[src/rtl/mpsoc_dbg_jsp_wb_arbiter.sv]
// mpsoc_dbg_jsp_wb_arbiter
// Round-robin Wishbone arbiter sharing the 8-bit/3-bit-address JSP slave among
// NUM_MASTERS cores. An owner keeps the JSP for its whole cyc, so multi-access
// sequences are never interleaved. A watchdog errors out stalled strobes. The
// JSP interrupt is routed to a selectable owner core.
// Ports:
//   wb_clk_i, wb_rst_i        clock, asynchronous active-high reset
//   m_cyc/stb/we/adr/dat_i    packed master requests (master k: adr[3k+2:3k], dat[8k+7:8k])
//   m_dat_o, m_ack_o, m_err_o read data broadcast, per-master ack/err (owner only)
//   s_*                       JSP slave side
//   int_i, int_owner_i, int_o JSP interrupt and its registered one-hot routing
//   grant_o, timeout_o        registered one-hot owner, watchdog pulse
module mpsoc_dbg_jsp_wb_arbiter #(
   parameter int unsigned NUM_MASTERS    = 4,
   parameter int unsigned TIMEOUT_CYCLES = 255
) (
   input  logic                               wb_clk_i,
   input  logic                               wb_rst_i,
   input  logic [NUM_MASTERS-1:0]             m_cyc_i,
   input  logic [NUM_MASTERS-1:0]             m_stb_i,
   input  logic [NUM_MASTERS-1:0]             m_we_i,
   input  logic [3*NUM_MASTERS-1:0]           m_adr_i,
   input  logic [8*NUM_MASTERS-1:0]           m_dat_i,
   output logic [7:0]                         m_dat_o,
   output logic [NUM_MASTERS-1:0]             m_ack_o,
   output logic [NUM_MASTERS-1:0]             m_err_o,
   output logic                               s_cyc_o,
   output logic                               s_stb_o,
   output logic                               s_we_o,
   output logic [2:0]                         s_adr_o,
   output logic [7:0]                         s_dat_o,
   input  logic [7:0]                         s_dat_i,
   input  logic                               s_ack_i,
   input  logic                               s_err_i,
   input  logic                               int_i,
   input  logic [$clog2(NUM_MASTERS)-1:0]     int_owner_i,
   output logic [NUM_MASTERS-1:0]             int_o,
   output logic [NUM_MASTERS-1:0]             grant_o,
   output logic                               timeout_o
);

   localparam int unsigned IDX_W = $clog2(NUM_MASTERS);

   typedef enum logic [1:0] {IDLE, OWN, DRAIN} state_e;

   state_e                   state_q, state_d;
   logic [NUM_MASTERS-1:0]   grant_q, grant_d;
   logic [IDX_W-1:0]         gidx_q, gidx_d;
   logic [IDX_W-1:0]         ptr_q, ptr_d;
   logic [7:0]               wd_q, wd_d;
   logic [NUM_MASTERS-1:0]   int_q, int_d;

   logic                     found;
   logic [IDX_W-1:0]         cand;
   int unsigned              rr_idx;
   logic [IDX_W-1:0]         ptr_next;
   logic [2:0]               adr_sel;
   logic [7:0]               dat_sel;

   // State and datapath registers
   always_ff @(posedge wb_clk_i or posedge wb_rst_i) begin
      if (wb_rst_i) begin
         state_q <= IDLE;
         grant_q <= '0;
         gidx_q  <= '0;
         ptr_q   <= '0;
         wd_q    <= '0;
         int_q   <= '0;
      end else begin
         state_q <= state_d;
         grant_q <= grant_d;
         gidx_q  <= gidx_d;
         ptr_q   <= ptr_d;
         wd_q    <= wd_d;
         int_q   <= int_d;
      end
   end

   // Owner mux, arbitration, watchdog and next state
   always_comb begin
      state_d   = state_q;
      grant_d   = grant_q;
      gidx_d    = gidx_q;
      ptr_d     = ptr_q;
      wd_d      = '0;
      s_cyc_o   = 1'b0;
      s_stb_o   = 1'b0;
      s_we_o    = 1'b0;
      s_adr_o   = '0;
      s_dat_o   = '0;
      m_dat_o   = '0;
      m_ack_o   = '0;
      m_err_o   = '0;
      timeout_o = 1'b0;
      found     = 1'b0;
      cand      = '0;
      rr_idx    = 0;
      adr_sel   = '0;
      dat_sel   = '0;
      ptr_next  = (32'(gidx_q) == NUM_MASTERS - 1) ? '0 : gidx_q + IDX_W'(1);

      for (int unsigned k = 0; k < NUM_MASTERS; k++) begin
         if (gidx_q == IDX_W'(k)) begin
            adr_sel = m_adr_i[k*3 +: 3];
            dat_sel = m_dat_i[k*8 +: 8];
         end
      end

      case (state_q)
         IDLE: begin
            // First requester at or after the pointer, wrapping
            for (int unsigned i = 0; i < NUM_MASTERS; i++) begin
               rr_idx = 32'(ptr_q) + i;
               if (rr_idx >= NUM_MASTERS) rr_idx = rr_idx - NUM_MASTERS;
               if (!found && m_cyc_i[IDX_W'(rr_idx)]) begin
                  found = 1'b1;
                  cand  = IDX_W'(rr_idx);
               end
            end
            if (found) begin
               state_d       = OWN;
               gidx_d        = cand;
               grant_d       = '0;
               grant_d[cand] = 1'b1;
            end
         end
         OWN: begin
            s_cyc_o         = m_cyc_i[gidx_q];
            s_stb_o         = m_stb_i[gidx_q];
            s_we_o          = m_we_i[gidx_q];
            s_adr_o         = adr_sel;
            s_dat_o         = dat_sel;
            m_dat_o         = s_dat_i;
            m_ack_o[gidx_q] = s_ack_i;
            m_err_o[gidx_q] = s_err_i;
            // A slave response in the expiry cycle wins over the watchdog
            if (s_stb_o && !s_ack_i && !s_err_i) begin
               if (wd_q == 8'(TIMEOUT_CYCLES - 1)) begin
                  m_err_o[gidx_q] = 1'b1;
                  timeout_o       = 1'b1;
               end else begin
                  wd_d = wd_q + 8'd1;
               end
            end
            if (!m_cyc_i[gidx_q]) begin
               state_d = IDLE;
               grant_d = '0;
               ptr_d   = ptr_next;
            end else if (timeout_o) begin
               state_d = DRAIN;
            end
         end
         DRAIN: begin
            // Slave is detached; wait for the owner to give up its cycle
            if (!m_cyc_i[gidx_q]) begin
               state_d = IDLE;
               grant_d = '0;
               ptr_d   = ptr_next;
            end
         end
         default: begin
            state_d = IDLE;
            grant_d = '0;
         end
      endcase
   end

   // Interrupt routing; out-of-range owners receive nothing
   always_comb begin
      int_d = '0;
      for (int unsigned k = 0; k < NUM_MASTERS; k++) begin
         int_d[k] = int_i && (32'(int_owner_i) == k);
      end
   end

   assign grant_o = grant_q;
   assign int_o   = int_q;

endmodule
[config.mk]
export PLATFORM = sky130hd
export DESIGN_NAME = mpsoc_dbg_jsp_wb_arbiter
export DESIGN_NICKNAME = d
export VERILOG_FILES = /design/src/rtl/mpsoc_dbg_jsp_wb_arbiter.sv
export SDC_FILE = /design/constraint.sdc
export NUM_CORES = 1
export LEC_CHECK = 0
export ABC_AREA = 1
export CAP_MARGIN = 40
export CELL_PAD_IN_SITES_DETAIL_PLACEMENT = 1
export CELL_PAD_IN_SITES_GLOBAL_PLACEMENT = 1
export CORE_MARGIN = 5
export CORE_UTILIZATION = 25
export DETAILED_ROUTE_END_ITERATION = 12
export HOLD_SLACK_MARGIN = 0.03
export PLACE_DENSITY = 0.8
export SYNTH_ARGS = -nofsm -noshare
export SYNTH_HDL_FRONTEND = slang
export SYNTH_SLANG_ARGS = --single-unit
[constraint.sdc]
create_clock -name wb_clk_i -period 2.5 [get_ports wb_clk_i]
set_clock_uncertainty 0.1 [all_clocks]
set_input_delay 0.5 -clock wb_clk_i [delete_from_list [all_inputs] [get_ports wb_clk_i]]
set_output_delay 0.5 -clock wb_clk_i [all_outputs]
set_load 0.02 [all_outputs]
==> results by group <==
Clocking
  • Number of CTS-inserted buffers: 3
  • CTS hold repair buffers: 0
  • Clock Sinks: 22
  • Root Buffer: clkbuf_8
  • H-tree depth: 1
  • Clk Latency, worst-skew pair: about 0.27 ns
  • Bufs on Longest Clock Path: 2
  • TritonCTS clock tree: yes
  • Clk pin slew, worst setup/hold paths: roughly 0.080 ns

Timing
  • Fin crit share: 0.9688
  • Hold_ws: around 0.37 ns
  • RSZ-0062 raised after global routing: yes
  • Fin. max-slew vios: 0
  • Max transition margin: 0.6994
  • Setup-failing EPs final: 0
  • Worst slew pin tran: roughly 0.45 ns
  • Final hold violations: 0
  • Setup WS post-layout: around 0.08 ns
  • Maximum clock rate: between 400 and 500 MHz
  • Fin crit period: roughly 2.4 ns

Drt
  • Initial DRT Pass Iterations: 4
  • Vias per cell: around 4.6
  • Post-route DRC: 0
  • Routed wire per std cell: approximately 15 um
  • Initial DRC Count: 56
  • Post-route ant nets: 0
  • Total Wirelength: 8.024 mm
  • Total number of vias: 2528

Placement
  • Post-place instance area: between 0.003 and 0.004 sq mm
  • Dpl ws: -0.5088 ns
  • Final Wtd Congestion: roughly 0.82
  • HPWL Detailed: approximately 6.5 mm
  • PortBufs: between 100 and 150

Global routing
  • Total track usage: 0.1615
  • Global-route wire length before repair: ~13 mm
  • Pin count of the biggest net entering global routing: 18
  • Number of global-route vias before repair: roughly 2600
  • Global route total overflow: 0
  • Initial antenna violation count: 0

Floorplan
  • Die extent in y: between 90 and 100 um
  • FP Rows: 32
  • I/O pin count: 110
  • CORE AREA: ~0.0076 sq mm
  • Die width: 98.05 um
  • Die Area: slightly below 0.01 sq mm
  • Starting Density: 0.2534

Synthesis
  • Mux cell area share after synthesis: 0
  • Mapped Area: between 0.0015 and 0.002 sq mm
  • Post-Synth Simple-Gate Area: 0.3738
  • Sequential share of the synthesized area: 0.2841
  • Yosys warning count: 0
  • Synth Flop Type: dfrtp_1
  • Post-synth ARST share: 1.000
  • EDFF count, synth: 0
  • Compound-Gate Fraction of Synth Area: 0.1640
  • Syn_area_per_cell: 6.293 sq um
  • Syn Nets: about 390
  • Post-synthesis cell count: slightly above 300
  • FF+latch count, synth: 22
  • Post-Synth XOR/XNOR Area: 0.01356
  • Synth Area in Adders: 0.06456
  • Distinct cells, synth: 29
  • Largest family of logic cells by synthesized area: simple AND/OR/NAND/NOR gates

Final layout
  • Area grow syn2layout: 78.18%
  • Design Area, Final: about 0.0035 sq mm
  • Sequential standard cell area: about 550 sq um
  • Share of layout cells above drive strength 1: 0.1982
  • Multi-input combinational cell area: 0.001260 sq mm
  • FILL cells: ~970
  • Nets@finish: ~530
  • # diodes: 0

Power
  • Pleak: ~0.0018 uW
  • Sw power: between 1500 and 2000 uW
  • Reg power frac: 0.149
  • IR drop worst, VDD: approximately 0.49 mV
  • Combinational share of power: 0.754
  • Pwr dens: 1009 mW/mm^2
  • Clk pwr share: 0.097
  • Final Power: roughly 3500 uW
  • Cell internal pwr: 1712 uW
  • Sw Share: 0.5086

Setup path
  • CP Class: in2out
  • Worst EP arrival: about 1.8 ns
  • Worst Setup Start Kind: input pin
  • R2R Setup Slk: 0.56 ns
  • Critical Path Sink Type: output port
  • Crit-path max FO: 3
  • Critical Path RT: roughly 1.9 ns

Job
  • Max_cap viols: 0

Run status
  • Status: finished, final reports clean

Hold path
  • Min-delay worst type: in2async
-- power by group through the flow --
| stage | clock network [uW] | registers (uW) | logic, uW |
|---|---|---|---|
| 4_1_cts | 352 | 517 | 2560 |
| 6_report | 336 | 520 | 2630 |
| 3_5_place_dp | 0 | 524 | 2640 |
| 3_3_place_gp | 0 | 517 | 2570 |
| 5_1_grt | 363 | 537 | 2910 |
| 2_1_floorplan | 0 | 525 | 1510 |
-- cell usage after synthesis (2+ instances only) --
master    count  area share
nand2_1      90        0.17
inv_1        35       0.068
nor2_1       31       0.060
o21ai_0      29       0.075
dfrtp_1      22        0.28
nand3_1      20       0.052
a21oi_1      18       0.046
ha_1         10       0.065
a22oi_1       8       0.031
nand2_2       7       0.023
nor3_1        7       0.018
clkbuf_1      6       0.012
nand3_2       3       0.015
o21ai_1       3      0.0077
inv_2         2      0.0039
nand4_1       2      0.0065
nor2_2        2      0.0065
xor2_1        2      0.0090
-- final timing paths --
check                      startpoint    endpoint  cells past startpoint
setup / recovery           m_stb_i[3]  m_err_o[0]                     11
hold / removal               wb_rst_i    int_o[2]                      2
setup reg to reg             ptr_q[0]  grant_o[2]                     11
hold reg to reg            grant_o[1]  grant_o[1]                      2
max in group asynchronous    wb_rst_i   gidx_q[0]                      3
min in group wb_clk_i      grant_o[1]  grant_o[1]                      2
-- kinds of logic (layout without fill, tap and decap cells) --
group,count (synthesis),count (layout)
buf+inv,48,184
compound gates,59,59
simple gates,166,166
xor+xnor,3,3
fa+ha+maj,10,10
flops,22,22
-- placed cells by master, fill, tap and decap left out, types with 2 or more instances in the layout --
cell,synthesis,routed
dfrtp_1,22,21
dlygate4sd2_1,0,14
dlymetal6s2s_1,0,3
nor3_1,7,6
nor2_2,2,3
a22oi_1,8,6
nand4_1,2,2
buf_6,1,3
inv_1,35,34
o21ai_0,29,24
nand2_2,7,8
ha_2,0,2
nor2_1,31,28
a21oi_1,18,18
inv_2,2,3
buf_12,0,2
clkdlybuf4s50_1,0,75
a22oi_2,0,2
buf_4,1,36
xor2_1,2,2
nand2_4,1,2
nand3_2,3,6
o21ai_1,3,7
nor2_4,1,3
clkbuf_8,0,3
nand2_1,90,88
ha_1,10,8
nand3_1,20,17
buf_2,1,7
-- metrics by stage --
step                      setup TNS (ns)  utilization  std cells
after floorplan                        0            -        308
final                                  0       0.4516        546
after detailed placement          -3.637       0.4385        539
after global routing             -0.2880       0.4516        546
after CTS                       -0.05275       0.4422        546
after global placement            -2.755       0.4385        539
-- worst max-delay path, cell delays in order --
cell	delay [ns]
clkdlybuf4s50_1	0.46
nand2_1	0.07
nand3_2	0.08
nand2_4	0.07
nor2_4	0.11
buf_6	0.10
nand2_1	0.04
nand2_1	0.07
nand2_2	0.07
nor2_2	0.12
buf_6	0.12
-- final cells by class --
class / count / area share
Timing Repair Buffer: 141 / 0.3750
Multi-Input combinational cell: 238 / 0.3649
Sequential cell: 22 / 0.1598
Inverter: 39 / 0.04275
Tap cell: 102 / 0.03696
Clock buffer: 3 / 0.01196
Clock inverter: 1 / 0.008696
-- per-layer routing --
layer | wire length, um | GRT usage | vias up
met5 | 0 | 0 | -
li1 | - | - | 1260
met1 | 3410 | 0.2032 | 1185
met2 | 3943 | 0.2827 | 76
met3 | 596 | 0.04000 | 7
met4 | 73 | 0.02769 | 0
-- registers in the layout (all words and copies together), names as in the netlist --
name and flops:
wd_q 8, grant_o 4, int_o 4, gidx_q 2, ptr_q 2, state_q 2
-- repair_timing --
action / in CTS / in global routing
pin swaps: 2 / 13
buffers inserted: 3 / 0
gates resized for setup: 83 / 41
endpoints found under the hold margin: 0 / 0
setup endpoints to repair: 31 / 17
Power figures use the tool's default switching activity.
